`config.mk`:
```
export PLATFORM = sky130hd
export DESIGN_NAME = song_sequencer
export DESIGN_NICKNAME = d
export VERILOG_FILES = /design/src/rtl/song_sequencer.sv
export SDC_FILE = /design/constraint.sdc
export NUM_CORES = 1
export LEC_CHECK = 0
export CORE_MARGIN = 2
export CORE_UTILIZATION = 60
export CTS_CLUSTER_DIAMETER = 50
export DETAILED_ROUTE_END_ITERATION = 6
export PLACE_DENSITY = 0.82
export SYNTH_ARGS = -nofsm -noshare
export SYNTH_HDL_FRONTEND = slang
export SYNTH_SLANG_ARGS = --single-unit
```
`constraint.sdc`:
```
create_clock -name clk -period 6.38 [get_ports clk]
set_input_delay 1.595 -clock clk [delete_from_list [all_inputs] [get_ports clk]]
set_output_delay 1.595 -clock clk [all_outputs]
set_load 0.05 [all_outputs]
```
`src/rtl/song_sequencer.sv`:
```
// song_sequencer: walks a melody ROM with tempo-timed notes and silent gaps, keyboard input overrides the output.
// Define SONG_SEQ_LOOP_EN to replay the song from address 0 instead of ending at the end marker or address wrap.
module song_sequencer #(
    parameter int BEAT_CYCLES = 12_500_000,
    parameter int GAP_CYCLES  = 1_000_000,
    parameter int ADDR_W      = 6
) (
    input  logic              clk,
    input  logic              rst_n,
    input  logic              start,
    input  logic              stop,
    input  logic              pause,
    input  logic [7:0]        key_notes,
    input  logic [1:0]        key_shift,
    output logic [ADDR_W-1:0] rom_addr,
    input  logic [15:0]       rom_data,
    output logic [7:0]        notes_out,
    output logic [1:0]        shift_out,
    output logic              playing,
    output logic              done,
    output logic              src
);
    localparam int PW = 5 + $clog2(BEAT_CYCLES);
    localparam int GW = $clog2(GAP_CYCLES) + 1;
    localparam int CW = PW > GW ? PW : GW;
`ifdef SONG_SEQ_LOOP_EN
    localparam bit LOOP = 1'b1;
`else
    localparam bit LOOP = 1'b0;
`endif

    typedef enum logic [2:0] {IDLE, FETCH, WAIT, LOAD, PLAY, GAP, DONE} state_t;
    state_t            st, st_n;
    logic [ADDR_W-1:0] ptr, ptr_n;
    logic [CW-1:0]     cnt, cnt_n;
    logic [4:0]        dur, dur_n;
    logic [7:0]        lat_mask, lat_mask_n, seq_mask, seq_mask_n;
    logic [1:0]        lat_shift, lat_shift_n, seq_shift, seq_shift_n;
    logic [PW-1:0]     beats;
    logic              hold, seq_on;

    assign beats  = PW'(dur == 5'd0 ? 5'd1 : dur) * PW'(BEAT_CYCLES) - PW'(1);
    assign hold   = pause && st != DONE;
    assign seq_on = (st_n == PLAY || st_n == GAP) && !pause;

    always_comb begin
        st_n        = st;
        ptr_n       = ptr;
        cnt_n       = cnt;
        dur_n       = dur;
        lat_mask_n  = lat_mask;
        lat_shift_n = lat_shift;
        seq_mask_n  = seq_mask;
        seq_shift_n = seq_shift;
        if (stop || start) begin
            st_n       = stop ? IDLE : FETCH;
            ptr_n      = '0;
            cnt_n      = '0;
            seq_mask_n = '0;
        end else if (!hold) begin
            case (st)
                IDLE:  st_n = IDLE;
                FETCH: st_n = WAIT;
                WAIT: begin
                    if (rom_data[15]) begin
                        st_n  = LOOP ? FETCH : DONE;
                        ptr_n = '0;
                    end else begin
                        lat_shift_n = rom_data[14:13];
                        dur_n       = rom_data[12:8];
                        lat_mask_n  = rom_data[7:0];
                        st_n        = LOAD;
                    end
                end
                LOAD: begin
                    cnt_n       = CW'(beats);
                    seq_mask_n  = lat_mask;
                    seq_shift_n = lat_shift;
                    st_n        = PLAY;
                end
                PLAY: begin
                    cnt_n      = cnt == '0 ? CW'(GAP_CYCLES - 1) : cnt - CW'(1);
                    seq_mask_n = cnt == '0 ? 8'h00 : seq_mask;
                    st_n       = cnt == '0 ? GAP : PLAY;
                end
                GAP: begin
                    cnt_n = cnt == '0 ? cnt : cnt - CW'(1);
                    ptr_n = cnt == '0 ? ptr + ADDR_W'(1) : ptr;
                    st_n  = cnt != '0 ? GAP : (&ptr && !LOOP) ? DONE : FETCH;
                end
                DONE:    st_n = IDLE;
                default: st_n = IDLE;
            endcase
        end
    end

    // Outputs are registered from next-state values so they line up with the state they describe.
    always_ff @(posedge clk or negedge rst_n) begin
        if (!rst_n) begin
            st        <= IDLE;
            ptr       <= '0;
            cnt       <= '0;
            dur       <= '0;
            lat_mask  <= '0;
            lat_shift <= '0;
            seq_mask  <= '0;
            seq_shift <= '0;
            rom_addr  <= '0;
            notes_out <= '0;
            shift_out <= '0;
            playing   <= 1'b0;
            done      <= 1'b0;
            src       <= 1'b0;
        end else begin
            st        <= st_n;
            ptr       <= ptr_n;
            cnt       <= cnt_n;
            dur       <= dur_n;
            lat_mask  <= lat_mask_n;
            lat_shift <= lat_shift_n;
            seq_mask  <= seq_mask_n;
            seq_shift <= seq_shift_n;
            rom_addr  <= st_n == IDLE ? '0 : ptr_n;
            notes_out <= |key_notes ? key_notes : seq_on ? seq_mask_n : 8'h00;
            shift_out <= |key_notes ? key_shift : seq_on ? seq_shift_n : 2'b00;
            src       <= ~|key_notes && seq_on;
            playing   <= st_n != IDLE;
            done      <= st_n == DONE;
        end
    end
endmodule

```
==> results of run 1 <==
==> layer usage <==
layer / vias up / routed length [µm] / GRT usage
met5: - / 0 / 0
li1: 2624 / - / -
met3: 8 / 925 / 0.0439
met2: 197 / 7660 / 0.476
met4: 0 / 128 / 0.0705
met1: 2652 / 6570 / 0.397
==> worst reg2reg max path, delay by kind of cell, from the launching register on <==
family | cells | cell delay [ps]
AOI/OAI and AO/OA | 5 | 1000
adders and majority gates | 6 | 1920
buffers and inverters | 2 | 310
DFF | 1 | 430
and+or+nand+nor | 6 | 1900
==> cells in the mapped netlist (4+ instances only) <==
master    count
dfrtp_1      82
o21ai_0      66
inv_1        53
nand2_1      51
nor2_1       49
a21oi_1      45
ha_1         40
nor3_1       24
clkbuf_1     22
mux2_2       16
xnor2_1      16
fa_1         13
nand3_1      13
or2_2        13
o211ai_1     12
a22o_1       11
xor2_1       11
nor2b_1      10
a21o_1        9
a221o_1       8
and3_1        8
or3_1         8
a31oi_1       7
nand3b_1      7
nor4_1        7
nor3b_1       6
a211oi_1      5
and2_1        5
mux2i_1       4
nand2b_1      4
nand4_1       4
o22ai_1       4
or4_1         4
==> final cells by class <==
class,instances,area [µm²]
fill,762,2910
timing repair buffer,54,526
tap,133,166
clock inverter,7,82.6
multi-input combinational,538,3810
clock buffer,9,124
inverter,53,199
sequential,82,2050
==> path summary, 6_finish.rpt <==
| check | from | to | slack (ps) | depth (start not counted) |
|---|---|---|---|---|
| setup / recovery | dur[3] | cnt[22] | 670 | 19 |
| hold / removal | seq_shift[0] | seq_shift[0] | 480 | 2 |
| hold reg to reg | seq_shift[0] | seq_shift[0] | 480 | 2 |
| min in group asynchronous | rst_n | cnt[20] | 1400 | 1 |
| max in group asynchronous | rst_n | seq_mask[3] | 4320 | 1 |
| setup reg to reg | dur[3] | cnt[22] | 670 | 19 |
==> logic make-up (layout without fill, tap and decap cells) <==
kind of cell / after synthesis / count (layout) / synth area share
flops: 82 / 82 / 0.333
fa+ha+maj: 53 / 53 / 0.124
compound gates: 207 / 207 / 0.217
simple gates: 231 / 231 / 0.203
mux: 20 / 20 / 0.0358
buf+inv: 78 / 123 / 0.0480
xor+xnor: 27 / 27 / 0.0384
==> state kept, by name, indices dropped and copies added (netlist names) <==
| name | count |
|---|---|
| st | 3 |
| dur | 5 |
| src | 1 |
| lat_mask | 8 |
| seq_mask | 8 |
| notes_out | 8 |
| lat_shift | 2 |
| ptr | 6 |
| seq_shift | 2 |
| rom_addr | 6 |
| shift_out | 2 |
| done | 1 |
| playing | 1 |
| cnt | 29 |
==> power by group through the flow <==
stage	Combinational, mW	Clock [mW]	Sequential (mW)
2_1_floorplan	0.345	0	0.559
3_3_place_gp	0.468	0	0.549
3_5_place_dp	0.482	0	0.550
4_1_cts	0.487	0.407	0.540
5_1_grt	0.547	0.431	0.541
6_report	0.493	0.403	0.540
==> per-stage QoR <==
stage	utilization	instances	cell area [µm²]
2_1_floorplan	-	698	6160
4_1_cts	0.705	876	6960
6_report	0.705	876	6960
5_1_grt	0.705	876	6960
3_3_place_gp	0.684	860	6750
3_5_place_dp	0.684	860	6750
==> run metrics, run 1 <==
via count=~5500; Synth async-reset ratio=1.00; remaining antenna violation count=0; antenna violations before repair=0; max frequency=roughly 180 MHz; RSZ-0062 raised after global routing=false; CTS Buf Count=9; Die Y-Extent=between 100 and 150 µm; Net Sw Power=0.518 mW; Initial Utilization=0.624; die footprint=around 11000 µm²; DRC Markers=0; Die Span X=around 110 µm; Final Wtd Congestion=~0.9; min-delay worst type=reg -> reg; Ant. Diodes=0; final setup vio count=0; Setup Crit Path Kind=reg -> reg; period utilization=0.895; PwrDens=just over 200 nW/µm²; total track usage=0.287; post-synthesis cell count=~700; most frequent CP cell=ha_1; Core Rows=36; CP Cell Sequence=inv_1 -> ha_1 -> nand2b_1 -> or3_1 -> nand2_1 -> ha_1 -> ha_1 -> or2_2 -> fa_1 -> ha_1 -> ha_1 -> inv_1 -> o21ai_0 -> or4b_2 -> o211ai_1 -> nand4_1 -> o21ba_2 -> o21ai_0 -> o311ai_0; CTS H-tree depth=3; core area=slightly below 10000 µm²; Setup TNS=0 ps; PostCTS Resize Cnt=0; CP Capture Type=flip-flop; Clk network pwr share=0.281; delay-heaviest family, CP=adder cells; syn nets=~780; Cell Int Power=a little over 0.9 mW; IO Count=50; commonest non-fill, non-tap cell in the layout=dfrtp_1; sequential fraction of design power=0.376; CTS Buffer Depth=2; distinct cell type count after synthesis=about 70; crit path DAT=between 5000 and 6000 ps; cts hold-fix bufs=0; outcome=completed; vias per inst=6.26; HPWL after DPL=approximately 11 mm; Max VDD drop=0.000148 V; Skew-Pair Late Insertion Delay=about 360 ps; Power Total=between 1 and 1.5 mW; drt total wl=approximately 15 mm; Sink Count=82; number of global-route vias before repair=5365; Leakage=~3.2 nW; worst slew pin tran=1240 ps; Tmin final=approximately 5700 ps; most frequent cells in the layout=dfrtp_1 (82), o21ai_0 (66), inv_1 (53); register area share after synthesis=0.333; post-synth top area share=0.333; share of layout cells above drive strength 1=0.0861; hold_ws=481 ps; Combinational Power Share=0.343; PnR worst setup slack=roughly 670 ps; Worst EP required=6580 ps; Placement Setup Slack=~760 ps; Mean Syn Cell Area=a little under 9 µm²; CTS tree=yes; Root Buffer=clkbuf_8; Ys Warns=0; Clock transition at path regs=approximately 100 ps; largest net degree at the start of global routing=just over 80; Worst path slowest cell=or4b_2; EDFF count, synth=0; worst-path fanout max=10; CP bufs+invs=2; top cells by area, synth=dfrtp_1 (33%), ha_1 (8.1%), o21ai_0 (5.4%); sw frac=0.361; leading area contributor after synthesis=dfrtp_1; Worst path max stage delay=between 600 and 700 ps; number of detailed-route iterations in the first pass=5; Layout area overhead=13.0%; max_cap viols=0; first-pass GRT wire length=~26 mm; wire per inst=17.5 µm; DR iter-0 viols=~480; final global-route overflow total=0; post-CTS setup buffer count=0; clk_skew=approximately 17 ps; final hold violation count=0; Mapped Area=between 6000 and 7000 µm²; Relative slew margins=0.167; Main synth FF type=dfrtp_1; Setup crit start kind=flip-flop; Port Buffers=49; Final nets=slightly above 800; post-synthesis register bit count=between 80 and 90; max-slew violations=0
Power figures use the tool's default switching activity.
==> run 2, diff against run 1 <==
Settings changed: SETUP_SLACK_MARGIN set to 0.2.
==> results of run 2 <==
The final DEF is identical to that of run 1; final timing and power are the same.
